--- config.mk ---
export PLATFORM = sky130hd
export DESIGN_NAME = w_ingress_ctrl
export DESIGN_NICKNAME = d
export VERILOG_FILES = /design/src/rtl/w_ingress_ctrl.sv
export SDC_FILE = /design/constraint.sdc
export NUM_CORES = 1
export LEC_CHECK = 0
export CAP_MARGIN = 20
export CORE_MARGIN = 2
export CORE_UTILIZATION = 50
export CTS_BUF_LIST = sky130_fd_sc_hd__clkbuf_16
export DETAILED_ROUTE_END_ITERATION = 10
export HOLD_SLACK_MARGIN = 0.03
export PLACE_DENSITY = 0.89
export SETUP_SLACK_MARGIN = 0.5
export SLEW_MARGIN = 20
export SYNTH_ARGS = -nofsm -noshare
export SYNTH_HDL_FRONTEND = slang
export SYNTH_SLANG_ARGS = --single-unit
--- constraint.sdc ---
create_clock -name i_w_clk -period 4.3 [get_ports i_w_clk]
set_clock_uncertainty 0.05 [all_clocks]
set_input_delay 0.86 -clock i_w_clk [delete_from_list [all_inputs] [get_ports i_w_clk]]
set_output_delay 0.86 -clock i_w_clk [all_outputs]
set_load 0.01 [all_outputs]
--- src/rtl/w_ingress_ctrl.sv ---
// Write-side ingress controller: 2-entry skid buffer in front of the FIFO
// write port, with IDLE/XFER/STALL tracking and debug counters.
module w_ingress_ctrl #(
    parameter int DATA_WIDTH = 8,
    parameter int CNT_WIDTH  = 16
) (
    input  logic                  i_w_clk,
    input  logic                  i_wrst,
    input  logic                  i_in_valid,
    input  logic [DATA_WIDTH-1:0] i_in_data,
    input  logic                  i_in_last,
    output logic                  o_in_ready,
    input  logic                  i_full,
    output logic                  o_w_en,
    output logic [DATA_WIDTH-1:0] o_w_data,
    output logic [1:0]            o_state,
    output logic [CNT_WIDTH-1:0]  o_word_cnt,
    output logic [CNT_WIDTH-1:0]  o_pkt_cnt,
    output logic [CNT_WIDTH-1:0]  o_stall_cnt
);

    typedef enum logic [1:0] {
        S_IDLE  = 2'd0,
        S_XFER  = 2'd1,
        S_STALL = 2'd2
    } state_t;

    state_t                r_state;
    state_t                w_state_next;
    logic [DATA_WIDTH-1:0] r_data [0:1];
    logic                  r_last [0:1];
    logic                  r_head;
    logic                  r_tail;
    logic [1:0]            r_count;
    logic [1:0]            w_count_next;
    logic                  w_push;
    logic                  w_pop;
    logic [CNT_WIDTH-1:0]  r_word_cnt;
    logic [CNT_WIDTH-1:0]  r_pkt_cnt;
    logic [CNT_WIDTH-1:0]  r_stall_cnt;

    // Ready depends only on registered occupancy, never on FULL
    assign o_in_ready = !i_wrst && (r_count != 2'd2);
    assign o_w_en     = !i_wrst && (r_count != 2'd0) && !i_full;
    assign o_w_data   = r_data[r_head];

    assign w_push       = i_in_valid && o_in_ready;
    assign w_pop        = o_w_en;
    assign w_count_next = r_count + {1'b0, w_push} - {1'b0, w_pop};

    always_comb begin
        w_state_next = S_IDLE;
        if (w_count_next != 2'd0) begin
            w_state_next = i_full ? S_STALL : S_XFER;
        end
    end

    always_ff @(posedge i_w_clk) begin
        if (i_wrst) begin
            r_state <= S_IDLE;
        end else begin
            r_state <= w_state_next;
        end
    end

    always_ff @(posedge i_w_clk) begin
        if (i_wrst) begin
            r_head  <= 1'b0;
            r_tail  <= 1'b0;
            r_count <= 2'd0;
        end else begin
            if (w_push) begin
                r_data[r_tail] <= i_in_data;
                r_last[r_tail] <= i_in_last;
                r_tail         <= ~r_tail;
            end
            if (w_pop) begin
                r_head <= ~r_head;
            end
            r_count <= w_count_next;
        end
    end

    always_ff @(posedge i_w_clk) begin
        if (i_wrst) begin
            r_word_cnt  <= '0;
            r_pkt_cnt   <= '0;
            r_stall_cnt <= '0;
        end else begin
            if (w_pop) begin
                r_word_cnt <= r_word_cnt + CNT_WIDTH'(1);
                if (r_last[r_head]) begin
                    r_pkt_cnt <= r_pkt_cnt + CNT_WIDTH'(1);
                end
            end
            // Stall time saturates rather than wrapping
            if (r_state == S_STALL && r_stall_cnt != '1) begin
                r_stall_cnt <= r_stall_cnt + CNT_WIDTH'(1);
            end
        end
    end

    assign o_state     = r_state;
    assign o_word_cnt  = r_word_cnt;
    assign o_pkt_cnt   = r_pkt_cnt;
    assign o_stall_cnt = r_stall_cnt;

endmodule

-- After elaboration in Yosys (flattened, before gate mapping)
Memories as Yosys holds them, arrays and structs flattened. A register that Yosys moved wholly into a read port is not among the register bits.
Cells that the tools add are included.
- add/subtract/negate cells: 5
- $mul: 0
- divide/modulo/power cells: 0
- order comparisons: 0
- eq/ne operators: 3
- shift operators: 0
- multiplexer cells: 8
- bitwise operators: 3
- reductions and logical operators: 11
- operators with widths (operator ; count):
    16-bit by 1-bit adder with 16-bit output, second input constant ; 3
    16-bit != test, second input constant ; 1
    1-bit 2-to-1 mux ; 7
    1-bit logical AND ; 5
    2-bit nonzero test ; 2
    1-bit NOT ; 3
    2-bit by 1-bit adder with 2-bit output ; 1
    2-bit equality test, second input constant ; 1
    1-bit logical NOT ; 2
    2-bit 2-to-1 mux ; 1
    2-bit != test, second input constant ; 1
    2-bit AND reduction ; 1
    2-bit OR reduction ; 1
    2-bit by 1-bit subtractor with 2-bit output ; 1
- register bits: 54
- latch bits: 0
- RAM bits: 18
- memory bits (read-only): 0
- output and inout port bits: 60
- logic and storage cells: 39
- memories kept: 2
- memories (name ; depth ; bits a word ; read ports ; clocked after memory_dff ; wr ports ; RTL line ; text):
    r_data ; 2 ; 8 ; 1 ; 1 ; 1 ; 30 ; logic [DATA_WIDTH-1:0] r_data [0:1];
    r_last ; 2 ; 1 ; 1 ; 1 ; 1 ; 31 ; logic r_last [0:1];

-- Depth between registers and ports, before layout
- depth in word-level cells: 8
- mapped depth: 11
- depth with buffers taken out: 9

-- Least setup slack after synthesis
OpenSTA, ideal clock, no wires.
- kind: input to register
- start: input i_full
- end: register r_state[1], in the netlist o_state[1]
- library setup time: 0.065 ns
- data arrival time: 2.623 ns
- data required time: 4.185 ns
- path slack: 1.562 ns
- stages on the path: 11
- buffers on the path: 2
- cells stage by stage: o21ba_2 -> buf_4 -> clkbuf_1 -> and2_1 -> ha_1 -> inv_1 -> ha_1 -> xnor3_1 -> nor2_1 -> nor2_1 -> nor2b_1
- word-level cells in the longest chain between the ends: 6
- ends and longest elaborated chain (what ; RTL line ; text):
    start: declaration ; 13 ; input logic i_full,
    1-bit logical NOT ; 44 ; assign o_w_en = !i_wrst && (r_count != 2'd0) && !i_full;
    1-bit logical AND ; 44 ;
    via o_w_en ; 14 ; output logic o_w_en,
    2-bit by 1-bit subtractor with 2-bit output ; 49 ; assign w_count_next = r_count + {1'b0, w_push} - {1'b0, w_pop};
    2-bit nonzero test ; 53 ; if (w_count_next != 2'd0) begin
    1-bit NOT (no source line) ; n/a ;
    2-bit OR reduction (no source line) ; n/a ;
    end signal: assignment ; 62 ; r_state <= w_state_next;
    end: declaration ; 28 ; state_t r_state;
The timed path passes the listed nets, and every way through them passes these cells.
A chain may end at the register's enable or synchronous reset.

-- Worst setup path in the final report
- start: input i_full
- end: output o_w_en
- word-level cells in the longest chain between the ends: 2
- ends and longest elaborated chain (what ; RTL line):
    1-bit logical NOT ; 44
    1-bit logical AND ; 44
    end: declaration ; 14
No other way between the ends.

==> flow_summary.toml <==
[routing]
avgRoutedWirePerCell_um = 15.4
drc_errors = 0
drt_iter0_drc = 151
vias_per_cell = 5.73
drtPass1Iterations = 4
finalWirelength_um = 7460
vias = 2771
ant_nets = 0

[final_layout]
n_antenna_cell = 0
layout-drive-gt1-share_pct = 10.3
postLayoutCoreUtil_pct = 68.5
most-common-layout-cells = "clkdlybuf4s50_1, dfxtp_1, nor2_1"
instances_no_fill = 484
fin_nets = 420
final_common_cell = "clkdlybuf4s50_1"
nFillCells = 487
area_growth_pct = 31.7

[critical_path]
cpMaxStageDelayCell = "clkdlybuf4s50_1"
cp.arrival_ns = 2.25
worstPathCellList = "clkdlybuf4s50_1 -> o21ba_2 -> and2_1 -> clkdlybuf4s50_1"
cp-start-kind = "input pin"
cpLargestDelayFamily = "buffers and inverters"
crit_buf_inv = 2
cp_max_fo = 3
critPathCaptureType = "output pin"
crit_path_max_incr_delay_ns = 0.54
critPathRequiredTime_ns = 3.39
crit_type = "in -> out"
cpMostUsedCell = "clkdlybuf4s50_1"

[floorplanning]
die_y_um = 85.5
start_util_pct = 52.0
top_level_ports = 73
dieArea_mm2 = 0.00731
die_w_um = 85.5
core_area_mm2 = 0.00639
core.rowCount = 29

[power]
total_power_mw = 1.68
p_comb_share_pct = 11.1
p_seq_share_pct = 45.2
swShare_pct = 23.5
total_leakage_power_nw = 1.51
power.switching_mw = 0.395
ir_drop_v = 0.000287
p_int_mw = 1.28
pwr-share-clk_pct = 43.7
powerDensity_mw_per_mm2 = 383

[clocking]
cts_root_buffer = "clkbuf_16"
cts.sinks = 73
numCtsBuffers = 9
cts_tree = "done"
ctsHtreeMaxLevel = 3
clkTransAtPathRegs_ns = 0.06
hold_buffers = 0
post_cts_buffers = 0
clk_latency_ns = 0.33
cts_resized = 0
ctsLongestPathBuffers = 2

[global_routing]
antenna_found_initial = 0
grt_pass1_vias = 2636
overflow = 0
gr-usage-all-layers_pct = 21.2
grt_pass1_wl_um = 12400
grt_max_degree = 60

[min_path]
hold_class = "reg -> reg"

[sta]
slew_viol_final = 0
tightest_slew_ns = 0.892
fin_crit_sh_pct = 73.5
relSlewSlack_pct = 40.0
finalSetupTns_ns = 0
hold_viol_final = 0
min_period_ns = 3.16
rsz0062_at_grt = "false"
setup_viol = 0
fmax_mhz = 317

[synth]
synth_top_flop_cell = "dfxtp_1"
synth_area_leaders = "dfxtp_1, edfxtp_1, mux2_2, a21oi_1, nor2_1"
post_synth_instance_area_mm2 = 0.00332
synth-edff-count = 18
async_flop_share_pct = 0
syn_avg_cell_area_um2 = 10.1
synth_fp_nets = 348
synth_cell_type_count = 46
seq_area_frac_synth_pct = 49.4
synth_top_area_cell = "dfxtp_1"
synth.top_cell.area_share_pct = 33.1
syn_inst = 330
ys_seq_elements = 73
yosysWarnings = 0

[placed_design]
dpl.hpwl_um = 5120
dp_cells = 468
buffer_ports.inserted = 72
globalplace.congestion = 0.834

[job]
maxCapViolations = 0

[run_status]
status = "finished, final reports clean"
[cells in the mapped netlist, drive strengths merged (2+ instances only)]
cell / instances
or3: 5
or4: 15
edfxtp: 18
a211oi: 2
nand3: 20
o21ai: 5
and3: 6
and4: 5
o21a: 3
inv: 6
nor2b: 14
a21oi: 27
nor4: 4
nand4: 12
xor2: 9
o31a: 2
clkbuf: 6
nor3: 2
o31ai: 15
and2: 7
mux2i: 3
xnor2: 4
nor2: 32
buf: 7
ha: 5
mux2: 18
o211ai: 2
nand2: 13
dfxtp: 55
[metal layers]
metal	routed length, µm	track usage (%)
met1	3270	27.3
met2	3690	34.2
met3	347	4.91
met4	150	9.24
met5	0	0
[cells by family after synthesis]
logic type                 Yosys count  synth area share [%]
DFF                                 73                  49.4
xor gates and xnor gates            14                  4.10
adders and majority gates            5                  1.88
and+or+nand+nor                    136                  22.9
AOI/OAI and AO/OA                   61                  11.7
muxes                               21                  7.12
buffers and inverters               20                  2.94
[power groups by stage]
stage | clock (mW) | sequential [mW] | combinational, mW
final | 0.733 | 0.758 | 0.186
after global routing | 0.774 | 0.763 | 0.203
after CTS | 0.748 | 0.759 | 0.188
after detailed placement | 0 | 0.772 | 0.186
after global placement | 0 | 0.770 | 0.180
after floorplan | 0 | 0.766 | 0.113
[state kept, by name, indices dropped and copies added, names as in the netlist, named ones only]
name,count
o_word_cnt,16
r_tail,1
r_data,16
r_last,2
r_count,2
r_head,1
o_state,2
o_stall_cnt,16
o_pkt_cnt,16
[final timing paths]
check                                    start  cells after the start              end  slack, ns
worst max-delay path                    i_full                      4           o_w_en       1.14
worst min-delay path              o_pkt_cnt[5]                      2     o_pkt_cnt[5]       0.45
worst max register to register  o_stall_cnt[1]                      5  o_stall_cnt[12]       2.13
worst min register to register    o_pkt_cnt[5]                      2     o_pkt_cnt[5]       0.45
[metrics by stage]
step	hold slack, ns	setup slack (ns)	instance area [µm²]
6_report	0.448	1.14	4380
5_1_grt	0.484	1.09	4380
4_1_cts	0.454	1.14	4380
3_5_place_dp	0.445	1.15	4080
3_3_place_gp	0.425	1.19	4080
2_1_floorplan	0.431	1.56	3320
[worst reg2reg max path, cell delays in order, from the launching register on]
cell and delay, ns:
dfxtp_1 0.43, ha_1 0.23, nand3_1 0.16, nor4_1 0.80, and4_1 0.32, nor3_1 0.05
[final cells by class]
type                       count  area, µm²  share of cell area [%]
tap                           77       96.3                    2.20
clock buffer                   9        225                    5.15
clock inverter                 7       71.3                    1.63
inverter                       7       26.3                   0.601
sequential                    73       1640                    37.5
multi-input combinational    237       1580                    36.2
timing repair buffer          74        731                    16.7
Note: power is estimated with default switching activity, not from simulation.
